===== config.mk =====
export PLATFORM = sky130hd
export DESIGN_NAME = rx_rr_arbiter
export DESIGN_NICKNAME = d
export VERILOG_FILES = /design/src/rtl/rx_rr_arbiter_pkg.sv /design/src/rtl/rx_rr_arbiter_rr_pick.sv /design/src/rtl/rx_rr_arbiter.sv
export SDC_FILE = /design/constraint.sdc
export NUM_CORES = 1
export LEC_CHECK = 0
export CAP_MARGIN = 20
export CORE_MARGIN = 5
export CORE_UTILIZATION = 40
export DETAILED_ROUTE_END_ITERATION = 10
export MAX_ROUTING_LAYER = met4
export PLACE_DENSITY_LB_ADDON = 0.05
export SYNTH_ARGS = -nofsm -noshare
export SYNTH_HDL_FRONTEND = slang
export SYNTH_HIERARCHICAL = 1
export SYNTH_SLANG_ARGS = --single-unit

===== constraint.sdc =====
create_clock -name clk -period 8.6 [get_ports clk]
set_input_delay 1.72 -clock clk [delete_from_list [all_inputs] [get_ports clk]]
set_output_delay 1.72 -clock clk [all_outputs]
set_load 0.1 [all_outputs]

===== src/rtl/rx_rr_arbiter_pkg.sv =====
// Shared constants and helpers for the rx round-robin arbiter.
// Port index order matches the router's direction numbering (N, S, E, W, L).
package rx_rr_arbiter_pkg;
  localparam int SIZE       = 8;
  localparam int DIRECTIONS = 5;
  localparam int PTR_W      = 3;
  localparam int HOLD_DEF   = 3;

  localparam logic [PTR_W-1:0] DIR_N = 3'd0;
  localparam logic [PTR_W-1:0] DIR_S = 3'd1;
  localparam logic [PTR_W-1:0] DIR_E = 3'd2;
  localparam logic [PTR_W-1:0] DIR_W = 3'd3;
  localparam logic [PTR_W-1:0] DIR_L = 3'd4;

  function automatic logic [2:0] popcount_ports(input logic [DIRECTIONS-1:0] v);
    logic [2:0] n;
    n = '0;
    for (int i = 0; i < DIRECTIONS; i++) begin
      n = n + {2'b00, v[i]};
    end
    return n;
  endfunction
endpackage


===== src/rtl/rx_rr_arbiter_rr_pick.sv =====
// Combinational rotate-priority encoder: first set request after ptr, wrapping mod PORTS.
module rr_pick
  import rx_rr_arbiter_pkg::*;
#(
  parameter int PORTS = DIRECTIONS
) (
  input  logic [PORTS-1:0] req,
  input  logic [PTR_W-1:0] ptr,
  output logic [PORTS-1:0] gnt_onehot,
  output logic [PTR_W-1:0] gnt_idx,
  output logic             any
);
  always_comb begin
    int idx;
    gnt_onehot = '0;
    gnt_idx    = '0;
    any        = 1'b0;
    idx        = 0;
    for (int i = 1; i <= PORTS; i++) begin
      idx = (int'(ptr) + i) % PORTS;
      if (!any && req[idx]) begin
        any             = 1'b1;
        gnt_onehot[idx] = 1'b1;
        gnt_idx         = PTR_W'(idx);
      end
    end
  end
endmodule


===== src/rtl/rx_rr_arbiter.sv =====
// Round-robin arbiter sharing the FIFO write port among the rx deserialisers,
// with a one-entry output register and per-port decaying activity counters.
module rx_rr_arbiter
  import rx_rr_arbiter_pkg::*;
#(
  parameter int ITEM_W = SIZE,
  parameter int PORTS  = DIRECTIONS,
  parameter int HOLD   = HOLD_DEF
) (
  input  logic                    clk,
  input  logic                    reset,
  input  logic [PORTS-1:0]        valid,
  input  logic [PORTS*ITEM_W-1:0] items_in,
  output logic [PORTS-1:0]        item_read,
  input  logic                    full,
  output logic [ITEM_W-1:0]       item_out,
  output logic                    write,
  output logic [2:0]              grant_id,
  output logic [2:0]              activity_level
);
  logic              r_out_valid;
  logic [ITEM_W-1:0] r_item;
  logic [2:0]        r_gid;
  logic [PTR_W-1:0]  r_ptr;
  logic [2:0]        r_level;
  logic [1:0]        r_cnt [PORTS];

  logic              w_accept;
  logic              w_any;
  logic              w_grant;
  logic [PORTS-1:0]  w_onehot;
  logic [PTR_W-1:0]  w_idx;
  logic [PORTS-1:0]  w_active;

  // The register can take a new item when empty or when its item leaves at this edge.
  assign w_accept = !r_out_valid || !full;

  rr_pick #(.PORTS(PORTS)) u_pick (
    .req        (valid),
    .ptr        (r_ptr),
    .gnt_onehot (w_onehot),
    .gnt_idx    (w_idx),
    .any        (w_any)
  );

  assign w_grant   = w_accept && w_any && !reset;
  assign item_read = w_grant ? w_onehot : '0;

  always_ff @(posedge clk) begin
    if (reset) begin
      r_out_valid <= 1'b0;
      r_item      <= '0;
      r_gid       <= '0;
      r_ptr       <= DIR_L;
    end else if (w_grant) begin
      r_item      <= items_in[int'(w_idx)*ITEM_W +: ITEM_W];
      r_gid       <= w_idx;
      r_out_valid <= 1'b1;
      r_ptr       <= w_idx;
    end else if (w_accept) begin
      r_out_valid <= 1'b0;
    end
  end

  always_ff @(posedge clk) begin
    for (int p = 0; p < PORTS; p++) begin
      if (reset) begin
        r_cnt[p] <= '0;
      end else if (w_grant && w_onehot[p]) begin
        r_cnt[p] <= 2'(HOLD);
      end else if (r_cnt[p] != 2'd0) begin
        r_cnt[p] <= r_cnt[p] - 2'd1;
      end
    end
  end

  always_comb begin
    w_active = '0;
    for (int p = 0; p < PORTS; p++) begin
      w_active[p] = (r_cnt[p] != 2'd0);
    end
  end

  // Level lags the counters by one cycle.
  always_ff @(posedge clk) begin
    if (reset) begin
      r_level <= '0;
    end else begin
      r_level <= popcount_ports(w_active);
    end
  end

  assign item_out       = r_item;
  assign write          = r_out_valid;
  assign grant_id       = r_gid;
  assign activity_level = r_level;
endmodule


# [Word level (Yosys, flattened, before mapping)]
# Memories as Yosys holds them, arrays and structs flattened.
# Index checks and enable logic that the tools add are counted.
[word_totals] ff_bits=18 ram_bits=10 inputBits=48 out_inout_bits=20 wordCells=170 mem_count=1
[classes] add_sub_neg=14 div=5 n_lt_le_gt_ge=10 n_shift=1 mux=90 bitwise_logic=14 n_reduce_logical=30
[mem_list] name="r_cnt" words=5 word_bits=2 rd=5 rd_clocked_by_memory_dff=0 wr=5 line="rx_rr_arbiter.sv:26" text="logic [1:0] r_cnt [PORTS];"
[ops] operator=">= comparator 32 x 1 -> 1 bit (second input constant)" n=5
[ops] operator="less-than comparator 32 x 5 -> 1 bit (second input constant)" n=5
[ops] operator="remainder unit 32 x 4 -> 32 bit (second input constant)" n=5
[ops] operator="2-to-1 mux 1 bit" n=59
[ops] operator="variable part select 40 x 7 -> 8 bit" n=1
[ops] operator="2-to-1 mux 5 bit" n=6
[ops] operator="2-to-1 mux 2 bit" n=10
[ops] operator="OR 5 bit" n=4
[ops] operator="logical AND 1 bit" n=16
[ops] operator="binary-select mux 1 bit (select 3 bit)" n=5
[ops] operator="demux 1 bit (select 3 bit)" n=5
[ops] operator="2-to-1 mux 3 bit" n=5
[ops] operator="nonzero test 2 bit" n=6
[ops] operator="OR 1 bit" n=10
[ops] operator="subtractor 2 x 1 -> 2 bit (second input constant)" n=5
[ops] operator="adder 3 x 2 -> 4 bit (second input constant)" n=2
[ops] operator="adder 3 x 3 -> 4 bit (second input constant)" n=2
[ops] operator="zero test 1 bit" n=7
[ops] operator="adder 3 x 1 -> 3 bit" n=2
[ops] operator="adder 3 x 1 -> 4 bit (second input constant)" n=1
[ops] operator="adder 2 x 1 -> 3 bit" n=1
[ops] operator="adder 1 x 1 -> 2 bit" n=1
[ops] operator="logical OR 1 bit" n=1

# [Logic depth before layout (Yosys ltp)]
# Gate-level depths: netlist (run 1).
[logic_depth] depth_word=26 mapped_depth=27 depth_no_buf=22

# [By module]
# Netlist (run 1), hierarchy kept.
[modules_own_cells] module="rr_pick" instances=1 cells_per_inst=410 area_each_um2=2857.7 seq_area_each_um2=0.0
[modules_own_cells] module="rx_rr_arbiter" instances=1 cells_per_inst=181 area_each_um2=1614.0 seq_area_each_um2=620.6

# [Worst setup path after synthesis (run 1)]
# No wires, ideal clock.
[synth_path] path_kind="reg2out" from="register, netlist name grant_id[0]" to="output item_read[1]" arrival_time_ns=5.520 slack_ns=1.360 path_stages_with_launch=23 path_buffers=4 cell_sequence="dfxtp_1 > buf_2 > buf_2 > inv_2 > buf_2 > ha_1 > buf_2 > inv_2 > ha_1 > nor2_1 > a21oi_2 > xnor2_1 > ha_1 > nor2b_1 > nor3_2 > a41o_1 > nor3_2 > o21ai_0 > a31oi_2 > nand4_2 > or3_1 > nand4_1 > and2_1"
[synth_rtl] element="end: declaration" line="rx_rr_arbiter.sv:14" text="output logic [PORTS-1:0] item_read,"

==> impl_metrics.py, run 1 <==
metrics = {
    "run_status": {
        "outcome": "finished clean",
    },
    "sta": {
        "hold_viol": 0,
        "period_minus_slack_ns": 7.58,
        "setup-violations-final": 0,
        "max_freq_mhz": 132,
        "rsz0062_at_grt": "no",
        "worst_pin_slew_ns": 1.14,
        "relSlewSlack": 0.241,
        "finalCritPeriodShare": 0.881,
        "slew_viol_final": 0,
        "setup_tns_ns": 0,
        "finalClockSkew_ns": 0.00334,
    },
    "yosys": {
        "ys_types": 91,
        "synth_top_family_by_area": "simple AND/OR/NAND/NOR gates",
        "synth_nets": 680,
        "synth_area_per_cell_um2": 7.57,
        "synth_flop_cell": "dfxtp_1",
        "synth_edf_count": 10,
        "netlist_area_um2": 4470,
        "synth_xor_area_frac": 0.0330,
        "yosysWarnings": 6,
        "synthSimpleGateAreaFrac": 0.293,
        "synth_top_cell_by_area": "ha_1",
        "syn_inst": 591,
        "synth-adder-area-share": 0.118,
        "netlist_top_cells_count": "49 x nand2_1, 46 x nor2_1, 41 x a21oi_1, 39 x ha_1, 34 x inv_1",
        "ys_async_sr_fraction": 0,
        "ys_ff_latch": 26,
        "synthMuxAreaShare": 0.0638,
        "synth-compound-area-share": 0.275,
        "synth-seq-area-share": 0.139,
        "yosysMostFrequentCell": "nand2_1",
        "synth_top_area_frac": 0.109,
        "synth_area_leaders": "ha_1 11%, dfxtp_1 7.2%, edfxtp_1 6.7%, mux2i_1 5.4%, a21oi_1 4.6%",
    },
    "floorplan": {
        "die_h_um": 116,
        "fp.dieArea_um2": 13400,
        "initial_utilization": 0.411,
        "io_pins": 68,
        "rows": 38,
        "core_area_um2": 10900,
        "fp.dieW_um": 116,
    },
    "clock_tree": {
        "cts_root_buf": "clkbuf_8",
        "tritoncts": "built",
        "cts_setup_buffers": 0,
        "cts_buffers": 3,
        "path_clk_slew_ns": 0.10,
        "cts_sinks": 26,
        "clk_latency_ns": 0.28,
        "postCtsHoldBufs": 0,
        "cts_resized": 0,
        "cts.path.max_buffers": 2,
        "htree_levels": 1,
    },
    "detailed_routing": {
        "vias": 4640,
        "drt-total-wl_mm": 14.0,
        "viasPerCell": 5.97,
        "ant_nets": 0,
        "wire_per_inst_um": 18.0,
        "dr.pass1.iters": 5,
        "drc": 0,
        "drt_iter0_drc": 556,
    },
    "final_layout": {
        "fillers": 1111,
        "final_nets": 727,
        "final_cells": 777,
        "utilization": 0.481,
        "drive_above_1_share": 0.107,
        "antenna_cells": 0,
        "area_delta_synth_final_pct": 17.1,
        "final_cell_area_um2": 5240,
        "register_area_um2": 622,
        "multi_input_area_um2": 3510,
    },
    "setup_path": {
        "critPathSlowestCell": "ha_1",
        "crit_fanout": 18,
        "critical_path.most_common_cell": "ha_1",
        "crit_arrival_ns": 5.86,
        "cp-end-kind": "primary output",
        "startpoint_type": "flip-flop",
        "crit_type": "reg2out",
        "required_ns": 6.88,
        "r2r_start": "grant_id[1]$_SDFFE_PP0N_",
        "cp_cell_sequence": "inv_1 > ha_1 > inv_2 > ha_1 > nor2_1 > a21oi_2 > xnor2_1 > ha_1 > nor2b_1 > nor3_2 > a41o_1 > nor3_2 > o21ai_0 > a31oi_2 > nand4_2 > or3_1 > nand4_1 > and2_1 > buf_4",
        "r2r-end": "item_out[2]$_SDFFE_PP0N_",
        "rrSetupSlack_ns": 2.09,
        "reg2reg_depth": 22,
        "slowest_delay_ns": 0.73,
    },
    "global_route": {
        "antenna_found_initial": 0,
        "grt_usage": 0.213,
        "grt_pass1_wl_mm": 22.5,
        "grt_start_max_net_pins": 51,
        "grt_overflow_total": 0,
        "grt_pass1_vias": 4423,
    },
    "place": {
        "numPortBuffers": 67,
        "placed_cell_area_um2": 5160,
        "dp_hpwl_mm": 11.1,
        "gp_congestion": 0.969,
        "place_inst": 773,
    },
    "worst_hold_path": {
        "min_delay_path_depth": 2,
        "hold_start": "grant_id[2]$_SDFFE_PP0N_",
        "worstHoldEndpoint": "grant_id[2]$_SDFFE_PP0N_",
        "hp-class": "reg2reg",
    },
    "run": {
        "maxCapViolCount": 0,
    },
}
[cells by family after synthesis]
group / Yosys count
simple gates: 237
compound gates: 175
buf+inv: 71
fa+ha+maj: 41
mux: 28
flops: 26
xor+xnor: 13
[layout make-up]
class                      instances  share of cell area
clock inverter                     1             0.00573
multi-input combinational        494               0.670
tap                              140              0.0335
inverter                          39              0.0284
clock buffer                       3             0.00789
timing repair buffer              74               0.136
sequential                        26               0.119
[per-layer routing]
layer  track usage  wire length [um]
met5             -                 0
met4        0.0333               159
met3        0.0272               857
met2         0.354              6660
met1         0.283              6300
[flip-flops by register name (all words and copies together) (netlist names)]
register and cells:
item_out 8, write 1, activity_level 3, r_cnt 10, r_ptr 1, grant_id 3
[worst max path at each step]
stage | startpoint | end | depth (start not counted)
global route | grant_id[1]$_SDFFE_PP0N_ | item_read[1] | 19
global placement | grant_id[1]$_SDFFE_PP0N_ | item_read[1] | 19
detailed placement | grant_id[1]$_SDFFE_PP0N_ | item_read[1] | 19
finish | grant_id[1]$_SDFFE_PP0N_ | item_read[1] | 19
floorplan | grant_id[0]$_SDFFE_PP0N_ | item_read[1] | 22
CTS | grant_id[1]$_SDFFE_PP0N_ | item_read[1] | 19
[through the flow]
stage | hold slack, ns | worst slack, ns
after CTS | 0.467 | 1.14
after floorplan | 0.527 | 1.36
final | 0.470 | 1.02
after global placement | 0.455 | 1.62
after detailed placement | 0.449 | 1.48
after global routing | 0.498 | 0.562
[worst max-delay path, delay by kind of cell, from the launching register on]
kind                     cells  cell delay, ns
AO/OA/AOI/OAI                4            0.96
XOR/XNOR                     1            0.46
adder cells (fa/ha/maj)      3            1.38
buffers and inverters        3            0.73
AND/OR/NAND/NOR              8            1.62
flip-flops                   1            0.42
[placed cells by master, fill, tap and decap left out, types with 12 or more instances in the layout]
master,n
mux2i_1,24
a21oi_1,41
ha_1,39
nor3_1,21
dfxtp_1,15
clkdlybuf4s50_1,62
nand3b_1,14
nand3_1,20
nor2_1,46
o21ai_1,15
nand2_1,49
buf_4,12
nand2b_1,12
o21ai_0,22
or2_2,12
inv_1,34
Power of run 1 is not shown: default switching activity piles up to over one toggle a cycle in this logic, so the estimate is an artifact.
==> run 2, diff against run 1 <==
==> constraint.sdc (replaced) <==
create_clock -name clk -period 7.9 [get_ports clk]
set_input_delay 1.58 -clock clk [delete_from_list [all_inputs] [get_ports clk]]
set_output_delay 1.58 -clock clk [all_outputs]
set_load 0.1 [all_outputs]
==> impl_metrics.py, run 2 (synthesis results as in run 1) <==
metrics = {
    "worst_hold_path": {
        "min_delay_path_depth": 2,
        "hold_start": "grant_id[2]$_SDFFE_PP0N_",
        "worstHoldEndpoint": "grant_id[2]$_SDFFE_PP0N_",
        "hp-class": "reg2reg",
    },
    "setup_path": {
        "crit_family": "simple AND/OR/NAND/NOR gates",
        "r2r-end": "item_out[6]$_SDFFE_PP0N_",
        "startpoint_type": "flip-flop",
        "required_ns": 6.32,
        "critical_path.most_common_cell": "ha_1",
        "crit_type": "reg2out",
        "critPathSlowestCell": "dfxtp_2",
        "r2r_start": "grant_id[0]$_SDFFE_PP0N_",
        "slowest_delay_ns": 0.60,
        "cp-end-kind": "primary output",
        "crit_fanout": 19,
        "cp_cell_sequence": "inv_2 > ha_1 > xnor2_4 > inv_4 > ha_1 > nor2_1 > a21oi_2 > xnor2_1 > ha_1 > nor2b_1 > nor3_2 > a41oi_1 > nand4_1 > a211oi_1 > a31o_2 > or3_1 > nand2_1 > nor2_1 > and2_1 > buf_12",
        "reg2reg_depth": 23,
        "cp_num_buf_inv": 3,
        "rrSetupSlack_ns": 1.47,
        "crit_arrival_ns": 5.83,
    },
    "final_layout": {
        "area_delta_synth_final_pct": 18.7,
        "largest_register_ffs": 10,
        "layout_common_cells": "62 x clkdlybuf4s50_1, 49 x nand2_1, 46 x nor2_1",
        "antenna_cells": 0,
        "drive_above_1_share": 0.110,
        "layout_commonest_cell": "clkdlybuf4s50_1",
        "final_nets": 728,
        "top_register": "r_cnt",
    },
    "detailed_routing": {
        "vias": 4617,
        "drt_iter0_drc": 464,
        "wire_per_inst_um": 17.1,
        "viasPerCell": 5.93,
        "ant_nets": 0,
        "dr.pass1.iters": 9,
        "drc": 0,
        "drt-total-wl_mm": 13.3,
    },
    "sta": {
        "slew_viol_final": 0,
        "finalClockSkew_ns": 0.0146,
        "period_minus_slack_ns": 7.41,
        "finalCritPeriodShare": 0.938,
        "relSlewSlack": 0.322,
        "setup-violations-final": 0,
        "max_freq_mhz": 135,
        "hold_viol": 0,
        "setup_tns_ns": 0,
        "rsz0062_at_grt": "no",
        "worst_pin_slew_ns": 1.02,
    },
    "place": {
        "numPortBuffers": 67,
        "dp_hpwl_mm": 10.6,
        "gp_congestion": 0.966,
    },
    "global_route": {
        "grt_start_max_net_pins": 35,
        "grt_usage": 0.202,
        "grt_overflow_total": 0,
        "grt_pass1_wl_mm": 21.8,
        "antenna_found_initial": 0,
        "grt_pass1_vias": 4469,
    },
    "floorplan": {
        "io_pins": 68,
        "initial_utilization": 0.411,
        "fp.dieArea_um2": 13400,
        "die_h_um": 116,
        "core_area_um2": 10900,
        "rows": 38,
        "fp.dieW_um": 116,
    },
    "clock_tree": {
        "path_clk_slew_ns": 0.10,
        "postCtsHoldBufs": 0,
        "cts_setup_buffers": 0,
        "cts_root_buf": "clkbuf_8",
        "cts.path.max_buffers": 2,
        "htree_levels": 1,
        "cts_sinks": 26,
        "tritoncts": "built",
        "cts_buffers": 3,
        "clk_latency_ns": 0.28,
    },
    "run": {
        "maxCapViolCount": 0,
    },
    "run_status": {
        "outcome": "finished clean",
    },
}
==> run 2: layout make-up <==
class	count	area, um2
Sequential cell	26	623
Inverter	39	149
Tap cell	140	175
Multi-Input combinational cell	494	3510
Fill cell	1098	5580
Clock buffer	3	41.3
Timing Repair Buffer	75	781
Clock inverter	1	30.0
==> run 2: per-layer routing <==
metal / global-route usage / vias up / wire length [um]
met3: 0.0339 / 21 / 704
met4: 0.0371 / 0 / 180
met2: 0.328 / 149 / 6270
met1: 0.269 / 2167 / 6160
li1: - / 2280 / -
met5: - / - / 0
==> run 2: worst max-delay path by stage <==
stage	start	endpoint	cells after the start
6_report	grant_id[0]$_SDFFE_PP0N_	item_read[4]	20
5_1_grt	grant_id[0]$_SDFFE_PP0N_	item_read[4]	20
4_1_cts	grant_id[1]$_SDFFE_PP0N_	item_read[1]	20
3_5_place_dp	grant_id[1]$_SDFFE_PP0N_	item_read[1]	20
3_3_place_gp	grant_id[1]$_SDFFE_PP0N_	item_read[1]	20
2_1_floorplan	grant_id[0]$_SDFFE_PP0N_	item_read[1]	22
==> run 2: metrics by stage <==
step	setup slack, ns	utilization	instances	hold WS [ns]	area (um2)
floorplan	0.800	-	591	0.527	4470
global placement	0.942	0.481	774	0.455	5240
detailed placement	0.703	0.481	774	0.458	5240
CTS	0.364	0.487	778	0.470	5310
global route	0.0215	0.487	778	0.493	5310
finish	0.493	0.487	778	0.472	5310
==> run 2: worst register-to-register path: stages (launching register included) <==
cell	delay (ns)
dfxtp_2	0.60
inv_2	0.26
ha_1	0.44
xnor2_4	0.27
inv_4	0.09
ha_1	0.24
nor2_1	0.23
a21oi_2	0.11
xnor2_1	0.45
ha_1	0.37
nor2b_1	0.24
nor3_2	0.07
a41oi_1	0.28
nand4_1	0.14
a211oi_1	0.49
nor2_1	0.12
o41ai_1	0.25
a21oi_1	0.14
a22oi_2	0.82
buf_4	0.31
nand3b_1	0.08
o21ai_1	0.09
a21oi_1	0.08
nor3_1	0.16
==> run 2: repair_timing <==
item	in CTS	in global routing
hold endpoints to repair	0	0
gates resized for setup	0	1
setup endpoints to repair	0	5
Power of run 2 is left out for the same reason.
==> run 3, diff against run 2 <==
--- a/config.mk
+++ b/config.mk
@@ -5,9 +5,8 @@
 export SDC_FILE = /design/constraint.sdc
 export NUM_CORES = 1
 export LEC_CHECK = 0
-export CAP_MARGIN = 20
 export CORE_MARGIN = 5
-export CORE_UTILIZATION = 40
+export CORE_UTILIZATION = 30
 export DETAILED_ROUTE_END_ITERATION = 10
 export MAX_ROUTING_LAYER = met4
 export PLACE_DENSITY_LB_ADDON = 0.05
==> impl_metrics.py, run 3 (synthesis results as in run 1) <==
metrics = {
    "run_status": {
        "outcome": "finished clean",
    },
    "setup_path": {
        "cp-end-kind": "primary output",
        "crit_type": "reg2out",
        "crit_fanout": 11,
        "required_ns": 6.32,
        "crit_arrival_ns": 5.68,
        "startpoint_type": "flip-flop",
    },
    "sta": {
        "setup-violations-final": 0,
        "setup_tns_ns": 0,
        "period_minus_slack_ns": 7.26,
        "hold_viol": 0,
        "relSlewSlack": 0.323,
        "slew_viol_final": 0,
        "max_freq_mhz": 138,
        "finalCritPeriodShare": 0.919,
        "worst_pin_slew_ns": 1.01,
        "finalClockSkew_ns": 0.00249,
        "rsz0062_at_grt": "no",
    },
    "detailed_routing": {
        "top_layer_used": "met4",
        "viasPerCell": 5.54,
        "drt_iter0_drc": 319,
        "route.met2.wl_mm": 6.81,
        "vias": 4574,
        "ant_nets": 0,
        "wire_per_inst_um": 17.3,
        "wl_met3_um": 600,
        "wl_met1_mm": 6.78,
        "dr.pass1.iters": 5,
        "drt-total-wl_mm": 14.3,
        "drc": 0,
    },
    "clock_tree": {
        "cts_resized": 0,
        "cts_sinks": 26,
        "cts.path.max_buffers": 2,
        "path_clk_slew_ns": 0.07,
        "postCtsHoldBufs": 0,
        "htree_levels": 1,
        "cts_setup_buffers": 0,
        "tritoncts": "built",
        "cts_root_buf": "clkbuf_16",
        "cts_buffers": 3,
        "clk_latency_ns": 0.26,
    },
    "worst_hold_path": {
        "hp-class": "reg2reg",
    },
    "floorplan": {
        "rows": 44,
        "die_h_um": 132,
        "initial_utilization": 0.307,
        "fp.dieW_um": 132,
        "core_area_um2": 14600,
        "fp.dieArea_um2": 17400,
        "io_pins": 68,
    },
    "final_layout": {
        "antenna_cells": 0,
        "layout_common_cells": "62 x clkdlybuf4s50_1, 49 x nand2_1, 46 x nor2_1",
        "drive_above_1_share": 0.114,
        "layout_commonest_cell": "clkdlybuf4s50_1",
        "fillers": 1552,
        "top_register": "r_cnt",
        "multi_input_area_um2": 3510,
        "largest_register_ffs": 10,
        "register_area_um2": 622,
        "area_delta_synth_final_pct": 21.2,
        "final_nets": 731,
    },
    "place": {
        "dp_hpwl_mm": 11.5,
        "numPortBuffers": 67,
        "gp_congestion": 0.861,
    },
    "global_route": {
        "grt_overflow_total": 0,
        "grt_usage": 0.161,
        "grt_pass1_wl_mm": 22.8,
        "grt_pass1_vias": 4276,
        "grt_start_max_net_pins": 35,
        "antenna_found_initial": 0,
    },
    "run": {
        "maxCapViolCount": 0,
    },
}
[run 3: area by class of cell]
class / instances / area share
Clock buffer: 3 / 0.0138
Clock inverter: 1 / 0.00554
Inverter: 39 / 0.0275
Multi-Input combinational cell: 494 / 0.648
Sequential cell: 26 / 0.115
Tap cell: 184 / 0.0425
Timing Repair Buffer: 78 / 0.148
[run 3: path summary, 6_finish.rpt]
kind | slack (ns) | cells past startpoint | startpoint | to
setup reg to reg | 1.69 | 23 | grant_id[1]$_SDFFE_PP0N_ | item_out[1]$_SDFFE_PP0N_
hold / removal | 0.46 | 2 | grant_id[2]$_SDFFE_PP0N_ | grant_id[2]$_SDFFE_PP0N_
setup / recovery | 0.64 | 20 | grant_id[1]$_SDFFE_PP0N_ | item_read[1]
hold reg to reg | 0.46 | 2 | grant_id[2]$_SDFFE_PP0N_ | grant_id[2]$_SDFFE_PP0N_
[run 3: metal layers]
metal | global-route usage | up-vias
met5 | - | -
met4 | 0.0189 | 0
met3 | 0.0191 | 5
met2 | 0.260 | 117
met1 | 0.223 | 2162
li1 | - | 2290
[run 3: stage by stage]
| stage | worst slack (ns) | instances | cell area, um2 | hold WS (ns) | util |
|---|---|---|---|---|---|
| after CTS | 0.628 | 825 | 5420 | 0.459 | 0.372 |
| after global routing | 0.180 | 825 | 5420 | 0.490 | 0.372 |
| after floorplan | 0.800 | 591 | 4470 | 0.527 | - |
| after global placement | 1.10 | 821 | 5320 | 0.462 | 0.364 |
| after detailed placement | 0.967 | 821 | 5320 | 0.449 | 0.364 |
| final | 0.639 | 825 | 5420 | 0.458 | 0.372 |
[run 3: worst max-delay path, cell delays in order, from the launching register on]
cell and delay [ns]:
dfxtp_1 0.31, inv_1 0.28, ha_1 0.57, xnor2_4 0.20
inv_4 0.08, ha_1 0.24, nor2_1 0.23, a21oi_2 0.11
xnor2_1 0.48, ha_1 0.37, nor2b_1 0.25, nor3_2 0.07
a41o_1 0.26, nor3_2 0.20, o21ai_0 0.21, a31oi_2 0.41
nand4_2 0.21, or3_1 0.38, nand4_1 0.15, and2_1 0.19
buf_12 0.18
Power of run 3 is left out for the same reason.
